`config.mk`:
```
export PLATFORM = sky130hd
export DESIGN_NAME = rd_base_sel
export DESIGN_NICKNAME = d
export VERILOG_FILES = /design/src/rtl/vdma_pkg.sv /design/src/rtl/vs_edge_det.sv /design/src/rtl/rd_base_sel.sv
export SDC_FILE = /design/constraint.sdc
export NUM_CORES = 1
export LEC_CHECK = 0
export CORE_AREA = 4 4 55 57
export CTS_BUF_LIST = sky130_fd_sc_hd__clkbuf_16
export DETAILED_ROUTE_END_ITERATION = 6
export DIE_AREA = 0 0 59 61
export PLACE_DENSITY = 0.9
export REMOVE_ABC_BUFFERS = 1
export SYNTH_ARGS = -nofsm -noshare
export SYNTH_HDL_FRONTEND = slang
export SYNTH_SLANG_ARGS = --single-unit
```
`constraint.sdc`:
```
create_clock -name rclk -period 2.8 [get_ports rclk]
set_clock_uncertainty 0.05 [all_clocks]
set_input_delay 0.28 -clock rclk [delete_from_list [all_inputs] [get_ports rclk]]
set_output_delay 0.28 -clock rclk [all_outputs]
set_load 0.005 [all_outputs]
```
`src/rtl/vdma_pkg.sv`:
```
// rtl/vdma_pkg.sv - shared VDMA helpers: one-hot pointer decode and frame-sync edge names
//
// Purpose : common constants and pure functions used by the VDMA frame-buffer
//           selectors. No ports; import with "import vdma_pkg::*".
// Contents: VS_RISING / VS_FALLING  - legal values of the VS_EDGE parameter
//           PTR_MAX_W               - widest one-hot pointer the helpers accept
//           onehot2idx()            - priority encoder, lowest set bit wins
//           is_onehot()             - true when exactly one bit is set
package vdma_pkg;

   localparam string VS_RISING  = "RISING";
   localparam string VS_FALLING = "FALLING";

   localparam int PTR_MAX_W = 16;

   // Callers zero-extend their pointer to PTR_MAX_W bits. For a legal one-hot
   // pointer the encoder priority is irrelevant; it only fixes the result
   // deterministically for the illegal patterns.
   function automatic logic [3:0] onehot2idx(input logic [PTR_MAX_W-1:0] ptr);
      logic [3:0] idx;
      idx = '0;
      for (int i = PTR_MAX_W - 1; i >= 0; i--) begin
         if (ptr[i]) begin
            idx = 4'(i);
         end
      end
      return idx;
   endfunction

   // Clearing the lowest set bit leaves zero only for a single-bit pattern.
   function automatic logic is_onehot(input logic [PTR_MAX_W-1:0] ptr);
      return (ptr != '0) && ((ptr & (ptr - PTR_MAX_W'(1))) == '0);
   endfunction

endpackage

```
`src/rtl/vs_edge_det.sv`:
```
// rtl/vs_edge_det.sv - frame-sync edge detector with optional input synchronizer
//
// Purpose : turns the level vsync into a single-cycle event on the selected
//           edge. Macro RD_BASE_SYNC_EN inserts a 2-flop synchronizer in front
//           of the detector for a vsync that is asynchronous to rclk.
// Ports   : rclk    in  read-domain clock
//           rd_rst  in  synchronous active-high reset (all flops clear to 0)
//           vsync   in  frame sync level
//           vs_evt  out event, high for one cycle after the selected edge
module vs_edge_det
   import vdma_pkg::*;
#(
   parameter string VS_EDGE = VS_RISING
) (
   input  logic rclk,
   input  logic rd_rst,
   input  logic vsync,
   output logic vs_evt
);

   localparam bit FALL_EDGE = (VS_EDGE == VS_FALLING);

   logic vs_in;

`ifdef RD_BASE_SYNC_EN
   logic sync1_q, sync1_d;
   logic sync2_q, sync2_d;

   always_comb begin
      sync1_d = vsync;
      sync2_d = sync1_q;
   end

   always_ff @(posedge rclk) begin
      if (rd_rst) begin
         sync1_q <= 1'b0;
         sync2_q <= 1'b0;
      end else begin
         sync1_q <= sync1_d;
         sync2_q <= sync2_d;
      end
   end

   assign vs_in = sync2_q;
`else
   assign vs_in = vsync;
`endif

   logic vs_r1_q, vs_r1_d;
   logic vs_r2_q, vs_r2_d;

   always_comb begin
      vs_r1_d = vs_in;
      vs_r2_d = vs_r1_q;
   end

   // Clearing to 0 means a vsync already high at reset release is seen as
   // a fresh rising edge.
   always_ff @(posedge rclk) begin
      if (rd_rst) begin
         vs_r1_q <= 1'b0;
         vs_r2_q <= 1'b0;
      end else begin
         vs_r1_q <= vs_r1_d;
         vs_r2_q <= vs_r2_d;
      end
   end

   always_comb begin
      vs_evt = FALL_EDGE ? (~vs_r1_q & vs_r2_q) : (vs_r1_q & ~vs_r2_q);
   end

endmodule

```
`src/rtl/rd_base_sel.sv`:
```
// rtl/rd_base_sel.sv - VDMA read-side frame-buffer selector and base-address generator
//
// Purpose : on every frame-sync event, switch the read buffer to the one the
//           writer last completed, unless frozen, the pointer is not one-hot,
//           or the writer is still filling it. Produces the buffer index and
//           the byte base address for the read address generator.
// Config  : RD_BASE_SYNC_EN (macro) adds a 2-flop vsync synchronizer, +2 cycles.
// Ports   : rclk             in  read-domain clock
//           rd_rst           in  synchronous active-high reset
//           vsync            in  read frame sync, level
//           last_next_point  in  one-hot, writer's last completed buffer
//           wr_curr_point    in  one-hot, buffer the writer is filling
//           freeze           in  hold the current buffer across events
//           rd_curr_point    out one-hot current read buffer
//           rd_index         out binary index of rd_curr_point
//           rd_base_addr     out BASE_ADDR + rd_index*FRAME_BYTES
//           rd_base_vld      out pulse, rd_base_addr refreshed by a load
//           err_collision    out pulse, switch refused: buffer being written
//           err_onehot       out pulse, switch refused: pointer not one-hot
module rd_base_sel
   import vdma_pkg::*;
#(
   parameter int                NUM_BUF     = 5,
   parameter int                RST_IDX     = 1,
   parameter int                ADDR_W      = 32,
   parameter logic [ADDR_W-1:0] BASE_ADDR   = '0,
   parameter logic [ADDR_W-1:0] FRAME_BYTES = ADDR_W'(32'h0080_0000),
   parameter string             VS_EDGE     = VS_RISING
) (
   input  logic                       rclk,
   input  logic                       rd_rst,
   input  logic                       vsync,
   input  logic [NUM_BUF-1:0]         last_next_point,
   input  logic [NUM_BUF-1:0]         wr_curr_point,
   input  logic                       freeze,
   output logic [NUM_BUF-1:0]         rd_curr_point,
   output logic [$clog2(NUM_BUF)-1:0] rd_index,
   output logic [ADDR_W-1:0]          rd_base_addr,
   output logic                       rd_base_vld,
   output logic                       err_collision,
   output logic                       err_onehot
);

   localparam int IDX_W = $clog2(NUM_BUF);

   localparam logic [NUM_BUF-1:0] RST_PTR   = NUM_BUF'(1) << RST_IDX;
   localparam logic [IDX_W-1:0]   RST_INDEX = IDX_W'(RST_IDX);
   localparam logic [ADDR_W-1:0]  RST_ADDR  = BASE_ADDR + ADDR_W'(RST_IDX) * FRAME_BYTES;

   logic vs_evt;

   vs_edge_det #(
      .VS_EDGE (VS_EDGE)
   ) u_vs_edge_det (
      .rclk   (rclk),
      .rd_rst (rd_rst),
      .vsync  (vsync),
      .vs_evt (vs_evt)
   );

   logic [NUM_BUF-1:0] ptr_q, ptr_d;
   logic [IDX_W-1:0]   idx_q, idx_d;
   logic               load_q, load_d;
   logic               err_col_q, err_col_d;
   logic               err_oh_q, err_oh_d;
   logic [ADDR_W-1:0]  addr_q, addr_d;
   logic               vld_q, vld_d;

   logic [PTR_MAX_W-1:0] lnp_ext;
   assign lnp_ext = PTR_MAX_W'(last_next_point);

   // Decision stage: freeze outranks the one-hot check, which outranks the
   // collision check, so an illegal pointer is never compared to the writer.
   always_comb begin
      ptr_d     = ptr_q;
      idx_d     = idx_q;
      load_d    = 1'b0;
      err_col_d = 1'b0;
      err_oh_d  = 1'b0;
      if (vs_evt && !freeze) begin
         if (!is_onehot(lnp_ext)) begin
            err_oh_d = 1'b1;
         end else if (last_next_point == wr_curr_point) begin
            err_col_d = 1'b1;
         end else begin
            ptr_d  = last_next_point;
            idx_d  = IDX_W'(onehot2idx(lnp_ext));
            load_d = 1'b1;
         end
      end
   end

   // Address stage: one cycle behind the pointer so the multiply sits alone
   // between registers. A reload to the same buffer still pulses rd_base_vld.
   always_comb begin
      addr_d = addr_q;
      vld_d  = load_q;
      if (load_q) begin
         addr_d = BASE_ADDR + ADDR_W'(idx_q) * FRAME_BYTES;
      end
   end

   always_ff @(posedge rclk) begin
      if (rd_rst) begin
         ptr_q     <= RST_PTR;
         idx_q     <= RST_INDEX;
         load_q    <= 1'b0;
         err_col_q <= 1'b0;
         err_oh_q  <= 1'b0;
         addr_q    <= RST_ADDR;
         vld_q     <= 1'b0;
      end else begin
         ptr_q     <= ptr_d;
         idx_q     <= idx_d;
         load_q    <= load_d;
         err_col_q <= err_col_d;
         err_oh_q  <= err_oh_d;
         addr_q    <= addr_d;
         vld_q     <= vld_d;
      end
   end

   assign rd_curr_point = ptr_q;
   assign rd_index      = idx_q;
   assign rd_base_addr  = addr_q;
   assign rd_base_vld   = vld_q;
   assign err_collision = err_col_q;
   assign err_onehot    = err_oh_q;

endmodule

```
==> summary.md, run 1 <==
| Metric | Value |
|---|---|
| CTS resizes | `0` |
| Area Overhead vs Synth | `26.6%` |
| Die width | `59 um` |
| Final HPWL from detailed placement | `1500 um` |
| Via count | `774` |
| Final setup viols | `0` |
| CTS tree | `done` |
| Initial antenna violation count | `0` |
| Cts bufs inserted | `3` |
| Fmax | `488 MHz` |
| Worst-path clk slew | `0.05 ns` |
| Largest net degree at the start of global routing | `20` |
| Initial DRC Count | `29` |
| Seq/Total Area, Yosys | `35.8%` |
| Worst setup EP type | `flop` |
| Synth Register Bits | `17` |
| Slew @ Worst Pin | `0.577 ns` |
| Most frequent cells in the layout | `29 x conb_1, 27 x clkdlybuf4s50_1, 17 x dfxtp_1` |
| Root buf cell | `clkbuf_16` |
| Netlist cell types | `27` |
| Fillers | `254` |
| Setup tns final | `0 ns` |
| Starting Density | `38.3%` |
| Die Y | `61 um` |
| IO Pins | `57` |
| RSZ-0062 raised after global routing | `no` |
| Number of port buffers | `27` |
| Syn avg cell area | `8.56 um^2` |
| Number of max-cap violations | `0` |
| CORE AREA | `2480 um^2` |
| Yosys warnings | `0` |
| CP bufs+invs | `1` |
| Clk Latency, worst-skew pair | `0.25 ns` |
| Slowest-stage cell, CP | `clkdlybuf4s50_1` |
| Critical path class | `in -> reg` |
| Main synth FF type | `dfxtp_1` |
| Critical path peak fanout | `8` |
| Gr ovfl total | `0` |
| Antenna-violating nets left | `0` |
| Outcome | `completed` |
| Worst EP arrival | `2.14 ns` |
| Cts-stage hold buffer count | `0` |
| Total GRT Usage | `11.5%` |
| Gpl congestion | `0.835` |
| P per Cell Area | `502 nW/um^2` |
| Htree depth | `1` |
| Hold WS | `0.420 ns` |
| Pleak | `0.483 nW` |
| FFs w/ async S/R, synth | `0%` |
| Drt pass-1 iters | `4` |
| Family with the most delay on the worst path | `compound AO/OA/AOI/OAI gates` |
| Max incr delay on CP | `0.54 ns` |
| Vias in the first global route | `709` |
| # clock sinks | `17` |
| ANT cells | `0` |
| Hold crit path type | `reg -> reg` |
| Pins Over Slew Limit | `0` |
| Wirelength, routed | `1990 um` |
| Peak supply drop | `359 uV` |
| Worst endpoint required time | `2.89 ns` |
| Final WS setup | `0.752 ns` |
| R2r worst-path depth | `4` |
| Crit-path cells | `clkdlybuf4s50_1, xor2_1, nor3_1, a21o_1, nor4_1, a211o_1` |
| Worst hold path cell count | `1` |
| Routed vias/inst | `4.63` |
| Wire per inst | `11.9 um` |
| Number of synthesized flops with an enable pin | `0` |
| Layout net count | `152` |
| Setup Slack @ Placement | `0.533 ns` |
| Commonest non-fill, non-tap cell in the layout | `conb_1` |
| Worst-case clock buffer depth | `2` |
| Mapped Area | `950 um^2` |
| CP Launch Type | `primary input` |
| Post-synthesis instance total | `111` |
| Fin. Hold Viols | `0` |
| Layout cells sized above 1 | `5.11%` |
| Worst path depth | `6` |
| Tcrit/Tclk final | `73.1%` |
| Die area | `3600 um^2` |
| Clock period minus worst slack | `2.05 ns` |
| Relative slew margins | `61.4%` |
| Row count | `18` |
| Post-CTS setup buffer count | `0` |
| DRC errors left | `0` |
| First-pass GRT wire length | `3080 um` |
## cells in the mapped netlist, types with 2 or more instances
library cell  number  area, um^2
a211o_1            3        26.3
a21oi_1            7        35.0
buf_4             29         218
clkbuf_1           2        7.51
dfxtp_1           17         340
mux2i_1            2        20.0
nand2_1            3        11.3
nand2b_1           3        18.8
nand3_1            3        15.0
nor2_1             8        30.0
nor2b_1            4        25.0
nor3_1             2        10.0
nor4_1             3        18.8
o21ai_0            7        35.0
xor2_1             6        52.6
## area by class of cell
cell class | count | area [um^2] | area share, %
inverter | 1 | 3.75 | 0.312
clock inverter | 1 | 5.00 | 0.416
multi-input combinational | 88 | 470 | 39.1
sequential | 17 | 340 | 28.3
timing repair buffer | 27 | 270 | 22.5
clock buffer | 3 | 75.1 | 6.24
tap | 30 | 37.5 | 3.12
## path summary, 6_finish.rpt
check / slack, ns / endpoint / startpoint
worst max-delay path: 0.75 / rd_index[0] / last_next_point[2]
worst min-delay path: 0.42 / u_vs_edge_det.vs_r2_q / u_vs_edge_det.vs_r1_q
worst max register to register: 0.99 / rd_index[0] / u_vs_edge_det.vs_r1_q
worst min register to register: 0.42 / u_vs_edge_det.vs_r2_q / u_vs_edge_det.vs_r1_q
## kinds of logic (layout without fill, tap and decap cells)
| logic type | Yosys count | in the layout | share of synthesized area, % |
|---|---|---|---|
| compound gates | 19 | 19 | 11.7 |
| xor+xnor | 6 | 6 | 5.53 |
| buf+inv | 34 | 32 | 25.7 |
| flops | 17 | 17 | 35.8 |
| mux | 2 | 2 | 2.11 |
| other cells | 1 | 29 | 0.395 |
| simple gates | 32 | 32 | 18.7 |
## where the power goes
group,internal [mW],switching [mW],leakage [nW]
Clock,0.191,0.0960,0.0409
Sequential,0.245,0.00155,0.138
Combinational,0.0309,0.0385,0.305
## sequential cells by signal (all words and copies together), names as in the netlist
signal                 count
load_q                     1
u_vs_edge_det.vs_r1_q      1
err_onehot                 1
err_collision              1
rd_base_vld                1
rd_curr_point              5
rd_index                   3
u_vs_edge_det.vs_r2_q      1
rd_base_addr               3
## stage by stage
step / std cells / util, % / cell area [um^2] / power, mW
final: 167 / 48.5 / 1200 / 0.604
after global routing: 167 / 48.5 / 1200 / 0.629
after CTS: 167 / 48.5 / 1200 / 0.608
after detailed placement: 163 / 45.3 / 1120 / 0.319
after global placement: 163 / 45.3 / 1120 / 0.316
after floorplan: 106 / - / 815 / 0.283
## worst register-to-register path: cells and delay by family (launching register included)
kind | cells | cell delay [ns]
AOI/OAI and AO/OA | 2 | 0.68
and+or+nand+nor | 2 | 0.65
DFF | 1 | 0.32
## per-layer routing
| metal | part of all wire (%) | up-vias | GRT usage, % |
|---|---|---|---|
| li1 | - | 362 | - |
| met1 | 35 | 351 | 12.8 |
| met2 | 48 | 54 | 18.9 |
| met3 | 14 | 7 | 3.83 |
| met4 | 2.9 | 0 | 7.44 |
| met5 | 0 | - | 0 |
No activity file was read; power rests on OpenSTA's default activity.
==> inputs of run 2 (changes only) <==
--- a/config.mk
+++ b/config.mk
@@ -5,11 +5,11 @@
 export SDC_FILE = /design/constraint.sdc
 export NUM_CORES = 1
 export LEC_CHECK = 0
-export CORE_AREA = 4 4 55 57
+export CORE_AREA = 4 4 56 58
 export CTS_BUF_LIST = sky130_fd_sc_hd__clkbuf_16
 export DETAILED_ROUTE_END_ITERATION = 6
-export DIE_AREA = 0 0 59 61
-export PLACE_DENSITY = 0.9
+export DIE_AREA = 0 0 60 62
+export PLACE_DENSITY = 0.87
 export REMOVE_ABC_BUFFERS = 1
 export SYNTH_ARGS = -nofsm -noshare
 export SYNTH_HDL_FRONTEND = slang
==> constraint.sdc (replaced) <==
create_clock -name rclk -period 2 [get_ports rclk]
set_clock_uncertainty 0.05 [all_clocks]
set_input_delay 0.2 -clock rclk [delete_from_list [all_inputs] [get_ports rclk]]
set_output_delay 0.2 -clock rclk [all_outputs]
set_load 0.005 [all_outputs]
==> summary.md, run 2 (synthesized netlist as in run 1, its figures left out) <==
| Metric | Value |
|---|---|
| Critical path class | `in -> reg` |
| ANT cells | `0` |
| Initial antenna violation count | `0` |
| Worst R2R Setup Slack | `0.30 ns` |
| Worst-path clk slew | `0.05 ns` |
| Max reg flops | `5` |
| Reg2reg end | `rd_index[1]` |
| Tcrit/Tclk final | `89.8%` |
| DRC errors left | `0` |
| Peak supply drop | `664 uV` |
| Relative slew margins | `61.7%` |
| Clk Latency, worst-skew pair | `0.24 ns` |
| CORE AREA | `2660 um^2` |
| FF/Latch Area | `340 um^2` |
| Via count | `756` |
| Antenna-violating nets left | `0` |
| # clock sinks | `17` |
| Outcome | `completed` |
| Clock period minus worst slack | `1.80 ns` |
| Root buf cell | `clkbuf_16` |
| Most frequent cells in the layout | `29 x conb_1, 27 x clkdlybuf4s50_1, 17 x dfxtp_1` |
| Cts-stage hold buffer count | `0` |
| Vias in the first global route | `687` |
| Critical path peak fanout | `4` |
| CTS tree | `done` |
| Fin. Hold Viols | `0` |
| Fillers | `259` |
| Layout net count | `163` |
| Multi-input logic area | `470 um^2` |
| Post-CTS setup buffer count | `0` |
| Setup tns final | `0 ns` |
| Drt pass-1 iters | `4` |
| Wirelength, routed | `1870 um` |
| Combinational fraction of design power | `13.2%` |
| Layout cells sized above 1 | `12.2%` |
| Pwr Total | `844 uW` |
| Hold crit path type | `reg -> reg` |
| RSZ-0062 raised after global routing | `no` |
| Die area | `3720 um^2` |
| P_sw | `177 uW` |
| CP endpoint | `rd_index[1]` |
| R2r worst-path depth | `4` |
| Number of max-cap violations | `0` |
| Setup Slack @ Placement | `-0.0513 ns` |
| Starting Density | `35.7%` |
| Worst-case clock buffer depth | `2` |
| Area Overhead vs Synth | `35.4%` |
| CP Launch Type | `primary input` |
| Routed vias/inst | `4.22` |
| Fmax | `557 MHz` |
| First-pass GRT wire length | `2820 um` |
| Pins Over Slew Limit | `0` |
| Commonest non-fill, non-tap cell in the layout | `conb_1` |
| Gpl congestion | `0.854` |
| Cts bufs inserted | `3` |
| Die width | `60 um` |
| P_int | `667 uW` |
| Total GRT Usage | `10.3%` |
| IO Pins | `57` |
| Sw Ratio | `21.0%` |
| Htree depth | `1` |
| Sequential share of power | `41.0%` |
| Final setup viols | `0` |
| Worst EP arrival | `1.91 ns` |
| Worst setup EP type | `flop` |
| P per Cell Area | `657 nW/um^2` |
| Total placed cells including tap cells | `175` |
| Final WS setup | `0.205 ns` |
| Gr ovfl total | `0` |
| Slew @ Worst Pin | `0.573 ns` |
| CTS resizes | `0` |
| Initial DRC Count | `7` |
| Number of port buffers | `27` |
| Largest net degree at the start of global routing | `18` |
| Final HPWL from detailed placement | `1510 um` |
| Post-Layout Cell Count | `179` |
| CP Launch Point | `last_next_point[4]` |
| Wire per inst | `10.5 um` |
| Worst endpoint required time | `2.12 ns` |
| Reg2reg start | `u_vs_edge_det.vs_r1_q` |
| Pleak | `0.535 nW` |
| Die Y | `62 um` |
| Clock Power Share | `45.8%` |
| Row count | `19` |
-- run 2: changes by cell type in the layout (fill, tap and decap cells not counted) --
| cell | change |
|---|---|
| buf_4 | +11 |
-- run 2: power by group through the flow --
stage | Clock (mW) | Combinational, mW | Sequential [mW]
after floorplan | 0 | 0.0440 | 0.353
after global placement | 0 | 0.108 | 0.353
after detailed placement | 0 | 0.110 | 0.353
after CTS | 0.401 | 0.110 | 0.346
after global routing | 0.418 | 0.126 | 0.346
final | 0.387 | 0.112 | 0.346
-- run 2: cell type report --
| class | count | area share (%) |
|---|---|---|
| flip-flops and latches | 17 | 26.5 |
| clock inverters | 1 | 0.389 |
| clock buffers | 3 | 5.84 |
| multi-input cells | 88 | 36.6 |
| well taps | 31 | 3.02 |
| inverters | 1 | 0.292 |
| repair buffers | 38 | 27.4 |
-- run 2: routing by layer --
layer	vias up	global-route usage, %	wire, um
met3	2	5.37	189
met1	335	11.0	754
met5	-	0	0
met4	0	2.22	21
met2	32	18.1	906
li1	387	-	-
-- run 2: metrics by stage --
| stage | util, % | cell area, um^2 | hold slack (ns) |
|---|---|---|---|
| 2_1_floorplan | - | 815 | 0.219 |
| 3_3_place_gp | 45.3 | 1210 | 0.395 |
| 3_5_place_dp | 45.3 | 1210 | 0.409 |
| 4_1_cts | 48.3 | 1290 | 0.417 |
| 5_1_grt | 48.3 | 1290 | 0.426 |
| 6_report | 48.3 | 1290 | 0.415 |
-- run 2: worst min path at each step --
stage                                     start               endpoint  slack (ns)  cells after the start
after floorplan                          rd_rst       rd_curr_point[0]        0.22                      1
after global placement    u_vs_edge_det.vs_r1_q  u_vs_edge_det.vs_r2_q        0.39                      1
after detailed placement  u_vs_edge_det.vs_r1_q  u_vs_edge_det.vs_r2_q        0.41                      1
after CTS                 u_vs_edge_det.vs_r1_q  u_vs_edge_det.vs_r2_q        0.42                      1
after global routing      u_vs_edge_det.vs_r1_q  u_vs_edge_det.vs_r2_q        0.43                      1
final                     u_vs_edge_det.vs_r1_q  u_vs_edge_det.vs_r2_q        0.41                      1
-- run 2: worst max-delay path, stage by stage --
cell             delay [ns]
clkdlybuf4s50_1        0.46
nand2b_2               0.20
a211o_1                0.30
and2_4                 0.14
or4_1                  0.46
a21oi_1                0.14
